[src/rtl/cube_frame_tx.sv]
// cube0414 frame transmitter: streams one 8x64 RGB frame from frame RAM as command/data bytes.
// Optional address-map phase is built when CUBE0414_ADDR_MAP_EN is defined.
module cube_frame_tx #(
`ifdef CUBE0414_ADDR_MAP_EN
  parameter logic [7:0] CUBE0414_ADDR_WR = 8'hcc,
`endif
  parameter logic [7:0] CUBE0414_DATA_WR = 8'hda
) (
  input  logic        clk_in,
  input  logic        rst_n_in,
  input  logic        start_in,
  output logic        busy_out,
  output logic        done_out,
  output logic        rd_en_out,
  output logic [8:0]  rd_addr_out,
  input  logic [23:0] rd_data_in,
  output logic        byte_valid_out,
  input  logic        byte_ready_in,
  output logic [7:0]  byte_data_out,
  output logic        dc_out
);

  typedef enum logic [2:0] {
    IDLE,
`ifdef CUBE0414_ADDR_MAP_EN
    ADDR_CMD,
    ADDR_DATA,
`endif
    DATA_CMD,
    RD_REQ,
    RD_WAIT,
    COLOR,
    DONE
  } state_e;

  state_e      state_q;
  logic [5:0]  led_q;
  logic [2:0]  layer_q;
  logic [1:0]  color_q;
  logic [15:0] rgb_q;
  logic        busy_q;
  logic        done_q;
  logic        rd_en_q;
  logic [8:0]  rd_addr_q;
  logic        valid_q;
  logic [7:0]  data_q;
  logic        dc_q;
  logic        xfer;

  assign xfer = valid_q & byte_ready_in;

  always_ff @(posedge clk_in or negedge rst_n_in) begin
    if (!rst_n_in) begin
      state_q   <= IDLE;
      led_q     <= '0;
      layer_q   <= '0;
      color_q   <= '0;
      rgb_q     <= '0;
      busy_q    <= 1'b0;
      done_q    <= 1'b0;
      rd_en_q   <= 1'b0;
      rd_addr_q <= '0;
      valid_q   <= 1'b0;
      data_q    <= '0;
      dc_q      <= 1'b0;
    end else begin
      done_q  <= 1'b0;
      rd_en_q <= 1'b0;
      case (state_q)
        IDLE: begin
          if (start_in) begin
            busy_q  <= 1'b1;
            valid_q <= 1'b1;
            dc_q    <= 1'b0;
`ifdef CUBE0414_ADDR_MAP_EN
            data_q  <= CUBE0414_ADDR_WR;
            state_q <= ADDR_CMD;
`else
            data_q  <= CUBE0414_DATA_WR;
            state_q <= DATA_CMD;
`endif
          end
        end
`ifdef CUBE0414_ADDR_MAP_EN
        ADDR_CMD: begin
          if (xfer) begin
            led_q   <= '0;
            data_q  <= '0;
            dc_q    <= 1'b1;
            state_q <= ADDR_DATA;
          end
        end
        ADDR_DATA: begin
          if (xfer) begin
            if (led_q == 6'd63) begin
              led_q   <= '0;
              data_q  <= CUBE0414_DATA_WR;
              dc_q    <= 1'b0;
              state_q <= DATA_CMD;
            end else begin
              led_q  <= led_q + 6'd1;
              data_q <= {2'b00, led_q + 6'd1};
            end
          end
        end
`endif
        DATA_CMD: begin
          if (xfer) begin
            valid_q   <= 1'b0;
            layer_q   <= 3'd7;
            led_q     <= '0;
            rd_en_q   <= 1'b1;
            rd_addr_q <= {3'd7, 6'd0};
            state_q   <= RD_REQ;
          end
        end
        // rd_en/rd_addr are issued on the edge entering RD_REQ so the strobe is visible during it
        RD_REQ: state_q <= RD_WAIT;
        RD_WAIT: begin
          rgb_q   <= rd_data_in[15:0];
          data_q  <= rd_data_in[23:16];
          dc_q    <= 1'b1;
          valid_q <= 1'b1;
          color_q <= '0;
          state_q <= COLOR;
        end
        COLOR: begin
          if (xfer) begin
            case (color_q)
              2'd0: begin
                data_q  <= rgb_q[15:8];
                color_q <= 2'd1;
              end
              2'd1: begin
                data_q  <= rgb_q[7:0];
                color_q <= 2'd2;
              end
              default: begin
                valid_q <= 1'b0;
                color_q <= '0;
                if (led_q != 6'd63) begin
                  led_q     <= led_q + 6'd1;
                  rd_en_q   <= 1'b1;
                  rd_addr_q <= {layer_q, led_q + 6'd1};
                  state_q   <= RD_REQ;
                end else if (layer_q != 3'd0) begin
                  led_q     <= '0;
                  layer_q   <= layer_q - 3'd1;
                  rd_en_q   <= 1'b1;
                  rd_addr_q <= {layer_q - 3'd1, 6'd0};
                  state_q   <= RD_REQ;
                end else begin
                  busy_q  <= 1'b0;
                  done_q  <= 1'b1;
                  state_q <= DONE;
                end
              end
            endcase
          end
        end
        DONE: state_q <= IDLE;
        default: begin
          busy_q  <= 1'b0;
          valid_q <= 1'b0;
          state_q <= IDLE;
        end
      endcase
    end
  end

  assign busy_out       = busy_q;
  assign done_out       = done_q;
  assign rd_en_out      = rd_en_q;
  assign rd_addr_out    = rd_addr_q;
  assign byte_valid_out = valid_q;
  assign byte_data_out  = data_q;
  assign dc_out         = dc_q;

endmodule

[config.mk]
export PLATFORM = sky130hd
export DESIGN_NAME = cube_frame_tx
export DESIGN_NICKNAME = d
export VERILOG_FILES = /design/src/rtl/cube_frame_tx.sv
export SDC_FILE = /design/constraint.sdc
export NUM_CORES = 1
export LEC_CHECK = 0
export CELL_PAD_IN_SITES_DETAIL_PLACEMENT = 0
export CELL_PAD_IN_SITES_GLOBAL_PLACEMENT = 1
export CORE_MARGIN = 2
export CORE_UTILIZATION = 38
export DETAILED_ROUTE_END_ITERATION = 16
export PLACE_DENSITY_LB_ADDON = 0.1
export SETUP_SLACK_MARGIN = 0.1
export SYNTH_ARGS = -nofsm -noshare
export SYNTH_HDL_FRONTEND = slang
export SYNTH_SLANG_ARGS = --single-unit
[constraint.sdc]
create_clock -name clk_in -period 2.1 [get_ports clk_in]
set_input_delay 0.42 -clock clk_in [delete_from_list [all_inputs] [get_ports clk_in]]
set_output_delay 0.42 -clock clk_in [all_outputs]
set_load 0.005 [all_outputs]
# Word-level counts from Yosys, hierarchy flattened
# Cells that the tools add are included.
[word_totals]
word_cells = 106
regBits = 52
[classes]
n_mux = 55
reduce_logical = 18
addsub = 2
n_eq_ne = 16
n_bitwise = 3
[ops]
columns = ["op", "n"]
rows = [
  ["$mux W9", 5],
  ["$mux W3", 11],
  ["$mux W6", 5],
  ["$pmux W8 S3", 1],
  ["$mux W1", 19],
  ["$pmux W9 S2", 1],
  ["$mux W8", 2],
  ["$pmux W8 S2", 1],
  ["$pmux W3 S5", 1],
  ["$ne A2 B2 Y1 const B", 7],
  ["$pmux W6 S2", 1],
  ["$reduce_and A6 Y1", 2],
  ["$reduce_and A5 Y1", 2],
  ["$pmux W2 S2", 2],
  ["$reduce_and A4 Y1", 2],
  ["$add A6 B1 Y6 const B", 1],
  ["$eq A3 B2 Y1 const B", 2],
  ["$eq A3 B3 Y1 const B", 2],
  ["$ne A3 B3 Y1 const B", 2],
  ["$ne A6 B6 Y1 const B", 1],
  ["$pmux W3 S2", 1],
  ["$reduce_bool A2 Y1", 3],
  ["$reduce_bool A3 Y1", 2],
  ["$pmux W1 S5", 1],
  ["13 further kinds", 17],
]

# Longest topological paths before layout
# Gate-level depths: netlist of run 1.
[logic_depth]
ltp_word = 6
mapped_depth = 8
mapped_depth_nobuf = 8

# Worst setup path before layout of run 1
# No wires, ideal clock.
[synth_timing]
path_kind = "flip-flop to flip-flop"
from = "register led_q[0]"
to = "register rd_addr_q[5] (netlist: rd_addr_out[5])"
arrival_ps = 1733
setup_ps = 92
slack_ps = 275
path_buffers = 0
stages_incl_launch_ff = 7
synth_period_minus_slack_ps = 1825
cell_sequence = "dfrtp_1 -> ha_1 -> and3_1 -> and3_1 -> o21ba_4 -> or3_4 -> o31ai_2"
[synth_between]
elab_chain_len = 5
[synth_lines]
columns = ["element", "line", "text"]
rows = [
  ["start: declaration", "37", "logic [5:0] led_q;"],
  ["start signal: assignment", "142", "led_q <= led_q + 6'd1;"],
  ["$add A6 B1 Y6 or $ne A6 B6 Y1 (tied branches)", "144, 141", ""],
  ["$mux W9", "141", "if (led_q != 6'd63) begin"],
  ["$mux W9", "129", "case (color_q)"],
  ["$mux W9", "128", "if (xfer) begin"],
  ["$pmux W9 S2", "69", "case (state_q)"],
  ["end signal: assignment", "113", "rd_addr_q <= {3'd7, 6'd0};"],
  ["end signal: assignment", "144", "rd_addr_q <= {layer_q, led_q + 6'd1};"],
  ["end signal: assignment", "150", "rd_addr_q <= {layer_q - 3'd1, 6'd0};"],
  ["end: declaration", "44", "logic [8:0] rd_addr_q;"],
]
# Parallel ways exist; a longest one is shown, timed or not. The select of a mux whose other input is x is not followed.
# A chain may end at the register's enable or synchronous reset.

# Worst setup path after layout of run 1
# Same ends and word-level chain as after synthesis.

==> results of run 1 <==
==> worst max path at each step <==
stage                       start                to  slack [ps]
floorplan                led_q[0]    rd_addr_out[5]         280
global placement    byte_ready_in  byte_data_out[4]           2
finish                   led_q[0]    rd_addr_out[5]         200
global route             led_q[0]        layer_q[2]          90
detailed placement  byte_ready_in    rd_addr_out[5]         -50
CTS                      led_q[0]        layer_q[2]         160
==> cells by family after synthesis <==
| family | synth area share [%] |
|---|---|
| adder cells (fa/ha/maj) | 1.626 |
| flip-flops | 49.86 |
| AO/OA/AOI/OAI | 12.30 |
| multiplexers | 7.859 |
| buffers and inverters | 3.686 |
| AND/OR/NAND/NOR | 23.90 |
| XOR/XNOR | 0.7589 |
==> power by group <==
group / internal (mW) / switching (mW) / leakage (nW) / total, mW
sequential: 1.23 / 0.252 / 0.557 / 1.48
clock: 0.229 / 0.287 / 0.0373 / 0.515
combinational: 0.879 / 0.796 / 0.747 / 1.68
==> flip-flops by register name (all words and copies together) (netlist names), 2 cells and up <==
register	cells
rgb_q	16
color_q	2
rd_addr_out	4
state_q	3
led_q	5
layer_q	3
byte_data_out	8
==> per-stage QoR <==
step           TNS [ps]  instance area, um^2  power (mW)  instances  setup WS (ps)
6_report              0                 3050       3.676        381          203.8
3_3_place_gp          0                 2965       3.190        374          1.513
2_1_floorplan         0                 2308       2.534        246          275.1
4_1_cts               0                 3045       3.739        381          156.0
3_5_place_dp     -227.2                 2965       3.214        374         -51.80
5_1_grt               0                 3050       4.004        381          89.63
==> metal layers <==
layer / up-vias / global-route usage, % / part of all wire, %
met4: 0 / 5.000 / 0.84
met3: 4 / 2.747 / 3.2
met5: - / 0 / 0
li1: 956 / - / -
met1: 851 / 21.13 / 47
met2: 32 / 27.64 / 49
==> cell type report <==
type	count	area share, %
Sequential cell	46	37.74
Tap cell	75	3.076
Multi-Input combinational cell	181	35.32
Inverter	6	0.7383
Timing Repair Buffer	66	20.51
Clock buffer	6	2.379
Clock inverter	1	0.2461
==> what timing repair did <==
| item | in CTS | in global routing |
|---|---|---|
| hold buffers | 0 | 0 |
| resized for setup | 0 | 1 |
| setup endpoints to repair | 0 | 1 |
==> worst register-to-register path: stages, from the launching register on <==
cell and delay [ps]:
dfrtp_1 430, ha_1 250, and3_1 220, and3_1 160, o21ba_4 190, or3_4 380
o31ai_2 170
==> cells in the mapped netlist (2+ instances only) <==
master     n
a21oi_1    4
a31oi_1    5
and2_1     4
and3_1     3
buf_2      5
clkbuf_1   7
dfrtp_1   46
ha_1       3
inv_1      5
mux2_2     9
mux2i_1    8
nand2_1   69
nand3_1    4
nor2_1    13
nor2b_1    4
nor3_1     5
nor4_1     2
o211ai_1   5
o21ai_0    3
o21ai_1   14
o41ai_1    3
==> qor.csv, run 1 <==
stage,metric,value,unit
pwr,peakVddDrop,0.4745,mV
setup_path,cp_data_arrival_time,2110,ps
timing,finalCritPeriodShare,90.30,%
setup_path,reg2regPathDepth,6,
placement,place.port_buffers,49,
synth,syn_area_per_cell,9.384,um^2
setup_path,slowest_stage,dfrtp_1,
synth,syn_inst,246,
pwr,power_density,1205,nW/um^2
setup_path,cp_top_family,simple AND/OR/NAND/NOR gates,
global_route,grt_overflow,0,
routing,first_pass_iters,4,
floorplan,die_area,6714,um^2
job,max_cap_viol_count,0,
timing,setup_viol_count_final,0,
setup_path,r2r_end,rd_addr_out[5],
routing,wl,5.018,mm
finish,seq_area,1151,um^2
finish,fin_util,51.83,%
global_route,antenna_found_initial,0,
clock_network,cts_tree,done,
synth,synth_top_cell_by_area,dfrtp_1,
timing,skew,5.779,ps
synth,synth.area.top_cells,"dfrtp_1 (50%), nand2_1 (11%), mux2_2 (4.4%), mux2i_1 (3.5%), o21ai_1 (3.0%)",
clock_network,clock_path_buffers,2,
pwr,leakage,1.341,nW
finish,layout_common_cells,"nand2_1 (69), clkdlybuf4s50_1 (48), dfrtp_1 (46), buf_4 (16), o21ai_1 (14)",
synth,synth_ff_type,dfrtp_1,
finish,multi_input_area,1077,um^2
setup_path,worstPathMaxFanout,5,
timing,rsz0062_at_grt,no,
clock_network,path_clk_slew,90,ps
synth,synth_edf_count,0,
routing,via_per_inst,4.837,
routing,route.detailed.drc,0,
global_route,grtUsageTotal,16.26,%
finish,layout_commonest_cell,nand2_1,
setup_path,critPathRequiredTime,2310,ps
setup_path,worstSetupPathType,register to register,
routing,vias,1843,
synth,ys_seq_area_share,49.86,%
placement,dp_hpwl,3.667,mm
setup_path,crit_buf_inv,0,
setup_path,worstReg2RegStart,led_q[0],
floorplan,dieWidth,81.94,um
timing,slew_headroom,79.49,%
synth,synth_fp_nets,277,
routing,antenna_left,0,
setup_path,crit_path_end_kind,register,
timing,period_minus_slack,1896,ps
setup_path,critPathMaxStageDelay,430,ps
routing,wl_per_cell,13.17,um
global_route,grt_max_degree,47,
setup_path,path_cells,"ha_1, and3_1, and3_1, o21ba_4, or3_4, o31ai_2",
routing,drt_iter0_markers,74,
floorplan,initial_core_util,39.22,%
synth,ys_types,46,
floorplan,core-area,5886,um^2
clock_network,cts.sinks,46,
finish,area_growth,32.14,%
clock_network,clk_latency,290,ps
setup_path,cp_num_cells,6,
placement,gp_congestion,0.7314,
clock_network,htreeDepth,2,
setup_path,reg2reg_slack,200,ps
finish,fin_nets,337,
synth,yosysTopAreaCellShare,49.86,%
finish,drive_above_1_share,14.05,%
global_route,grt_pass1_vias,1850,
run_status,status,finished clean,
finish,num_antenna_cells,0,
floorplan,fp.dieH,81.94,um
synth,yosys_warnings,0,
synth,mappedNetlistArea,2308,um^2
setup_path,startpoint_type,register,
timing,fmaxAchievable,527.4,MHz
global_route,grt_pass1_wl,8.445,mm
min_path,holdCritPathClass,input port to async pin,
clock_network,cts_setup_buffers,0,
synth,synth-seq-cells,46,
floorplan,num_rows,28,
clock_network,root_buffer,clkbuf_8,
timing,max_slew.worst_pin.slew,305.1,ps
clock_network,cts_buffers,5,
timing,holdWs,91.95,ps
timing,maxSlewViolCount,0,
synth,postSynth.asyncResetShare,100.0,%
setup_path,worst_path_most_repeated_cell,and3_1,
floorplan,io-pin-count,50,
finish,nFillCells,599,
timing,hold_viol,0,
Power figures use the tool's default switching activity.
==> run 2, diff against run 1 <==
CTS_CLUSTER_SIZE = 40   (was unset)
GPL_TIMING_DRIVEN = 0   (was unset)
==> run 2 against run 1 <==
  * Combinational power rose by 2%
  * Routed wire length rose by 1.8%
  * Global-route usage rose by 0.96 points
  * Core utilization fell by 0.21 points
  * Via count rose by 2.3%
  * Critical path depth did not move
  * Highest routed layer unchanged
  * Sequential share of layout area rose by 0.16 points
  * Critical endpoint unchanged
  * Sequential power fell by 3%
  * Worst hold slack got worse by 82 ps
==> qor.csv, run 2 (same netlist as run 1, synthesis figures left out) <==
stage,metric,value,unit,change
run_status,status,finished clean,,unchanged
min_path,holdCritPathClass,input port to async pin,,unchanged
routing,wl_per_cell,13.40,um,was 13.17 um
placement,place.port_buffers,49,,unchanged
global_route,grt_overflow,0,,unchanged
floorplan,dieWidth,81.94,um,unchanged
job,max_cap_viol_count,0,,unchanged
clock_network,cts.sinks,46,,unchanged
clock_network,cts_buffers,5,,unchanged
floorplan,die_area,6714,um^2,unchanged
finish,seq_area,1151,um^2,unchanged
timing,setup_viol_count_final,0,,unchanged
global_route,antenna_found_initial,0,,unchanged
setup_path,r2r_end,rd_addr_out[5],,unchanged
timing,fmaxAchievable,515.0,MHz,was 527.4 MHz
floorplan,fp.dieH,81.94,um,unchanged
clock_network,root_buffer,clkbuf_8,,unchanged
finish,layout_commonest_cell,nand2_1,,unchanged
routing,wl,5.106,mm,was 5.018 mm
finish,instances_no_fill,381,,unchanged
timing,max_slew.worst_pin.slew,623.7,ps,was 305.1 ps
timing,maxSlewViolCount,0,,unchanged
timing,skew,10.51,ps,was 5.779 ps
global_route,grt_pass1_wl,8.852,mm,was 8.445 mm
routing,route.detailed.drc,0,,unchanged
timing,finalCritPeriodShare,92.46,%,was 90.30%
routing,via_per_inst,4.948,,was 4.837
timing,rsz0062_at_grt,yes,,was no
finish,fin_nets,337,,unchanged
finish,num_antenna_cells,0,,unchanged
pwr,total_power,3.676,mW,about the same
placement,gp_congestion,0.7566,,was 0.7314
setup_path,critPathRequiredTime,2310,ps,about the same
global_route,grt_pass1_vias,1923,,was 1850
setup_path,reg2reg_slack,160,ps,was 200 ps
pwr,leakage,1.329,nW,was 1.341 nW
routing,first_pass_iters,4,,unchanged
global_route,grtUsageTotal,17.22,%,was 16.26%
pwr,power_density,1210,nW/um^2,was 1205 nW/um^2
setup_path,worstPathMaxFanout,8,,was 5
clock_network,path_clk_slew,90,ps,about the same
routing,vias,1885,,was 1843
routing,antenna_left,0,,unchanged
finish,layout_common_cells,"nand2_1 (69), clkdlybuf4s50_1 (48), dfrtp_1 (46), o21ai_1 (14), nor2_1 (13)",,"was nand2_1 (69), clkdlybuf4s50_1 (48), dfrtp_1 (46), buf_4 (16), o21ai_1 (14)"
finish,area_growth,31.60,%,was 32.14%
timing,slew_headroom,58.42,%,was 79.49%
setup_path,startpoint_type,register,,unchanged
timing,hold_viol,0,,unchanged
finish,multi_input_area,1101,um^2,was 1077 um^2
finish,largest_reg_flops,16,,unchanged
global_route,grt_max_degree,34,,was 47
placement,dp_hpwl,3.729,mm,was 3.667 mm
clock_network,ctsHoldBuffers,0,,unchanged
setup_path,worstReg2RegStart,led_q[0],,unchanged
finish,fin_util,51.62,%,was 51.83%
floorplan,initial_core_util,39.22,%,unchanged
finish,nFillCells,597,,was 599
placement,placedCellCount,371,,was 374
clock_network,clock_path_buffers,2,,unchanged
clock_network,htreeDepth,2,,unchanged
routing,drt_iter0_markers,104,,was 74
floorplan,io-pin-count,50,,unchanged
floorplan,core-area,5886,um^2,unchanged
setup_path,cp_data_arrival_time,2150,ps,was 2110 ps
finish,largest-register,rgb_q,,unchanged
clock_network,clk_latency,300,ps,was 290 ps
timing,period_minus_slack,1942,ps,was 1896 ps
pwr,peakVddDrop,0.5037,mV,was 0.4745 mV
finish,drive_above_1_share,12.75,%,was 14.05%
setup_path,worstSetupPathType,register to register,,unchanged
setup_path,crit_path_end_kind,register,,unchanged
clock_network,cts_tree,done,,unchanged
setup_path,reg2regPathDepth,6,,unchanged
floorplan,num_rows,28,,unchanged
-- run 2: changes by cell type in the layout (fill, tap and decap cells not counted), sizes merged --
cell | previous run | this run
clkbuf | 6 | 14
buf | 18 | 11
clkinvlp | 1 | 0
-- run 2: final cells by class --
class,instances,share of cell area (%)
Buffer,13,2.142
Multi-Input combinational cell,181,36.24
Inverter,6,0.7414
Timing Repair Buffer,53,17.38
Tap cell,75,3.089
Sequential cell,46,37.89
Clock buffer,7,2.512
-- run 2: worst max path at each step --
stage,start,to,slack [ps],depth (start not counted)
after floorplan,led_q[0],rd_addr_out[5],280,6
after detailed placement,byte_ready_in,byte_data_out[3],-260,6
final,led_q[0],rd_addr_out[5],160,6
after CTS,state_q[2],byte_data_out[0],140,5
after global routing,byte_ready_in,rd_addr_out[5],40,6
after global placement,rst_n_in,rgb_q[14],-780,1
-- run 2: power breakdown --
part	internal (mW)	switching [mW]
Sequential	1.23	0.207
Combinational	0.861	0.863
Clock	0.230	0.282
-- run 2: metal layers --
layer / GRT usage (%) / vias up / wire (um)
li1: - / 962 / -
met1: 21.57 / 882 / 2357
met2: 29.76 / 35 / 2502
met3: 3.736 / 6 / 183
met4: 5.000 / 0 / 62
met5: 0 / - / 0
-- run 2: critical path, cell delays in order (launching register included) --
cell and delay [ps]:
dfrtp_1 410, ha_1 240, and3_1 220, and3_1 160, o21ba_4 260, or3_4 390, o31ai_2 180
-- run 2: what timing repair did --
item	4_1_cts	5_1_grt
gates resized for setup	3	6
setup endpoints to repair	9	22
pin swaps	0	1
setup buffers	1	2
-- run 2: stage by stage --
step / instance area (um^2) / worst slack [ps] / TNS (ps) / hold slack, ps
after global routing: 3038 / 38.59 / 0 / 29.45
after CTS: 3009 / 135.8 / 0 / 19.57
after global placement: 2893 / -781.4 / -38430 / 457.7
final: 3038 / 158.3 / 0 / 10.12
after floorplan: 2308 / 275.1 / 0 / 124.4
after detailed placement: 2908 / -261.1 / -2854 / 350.2
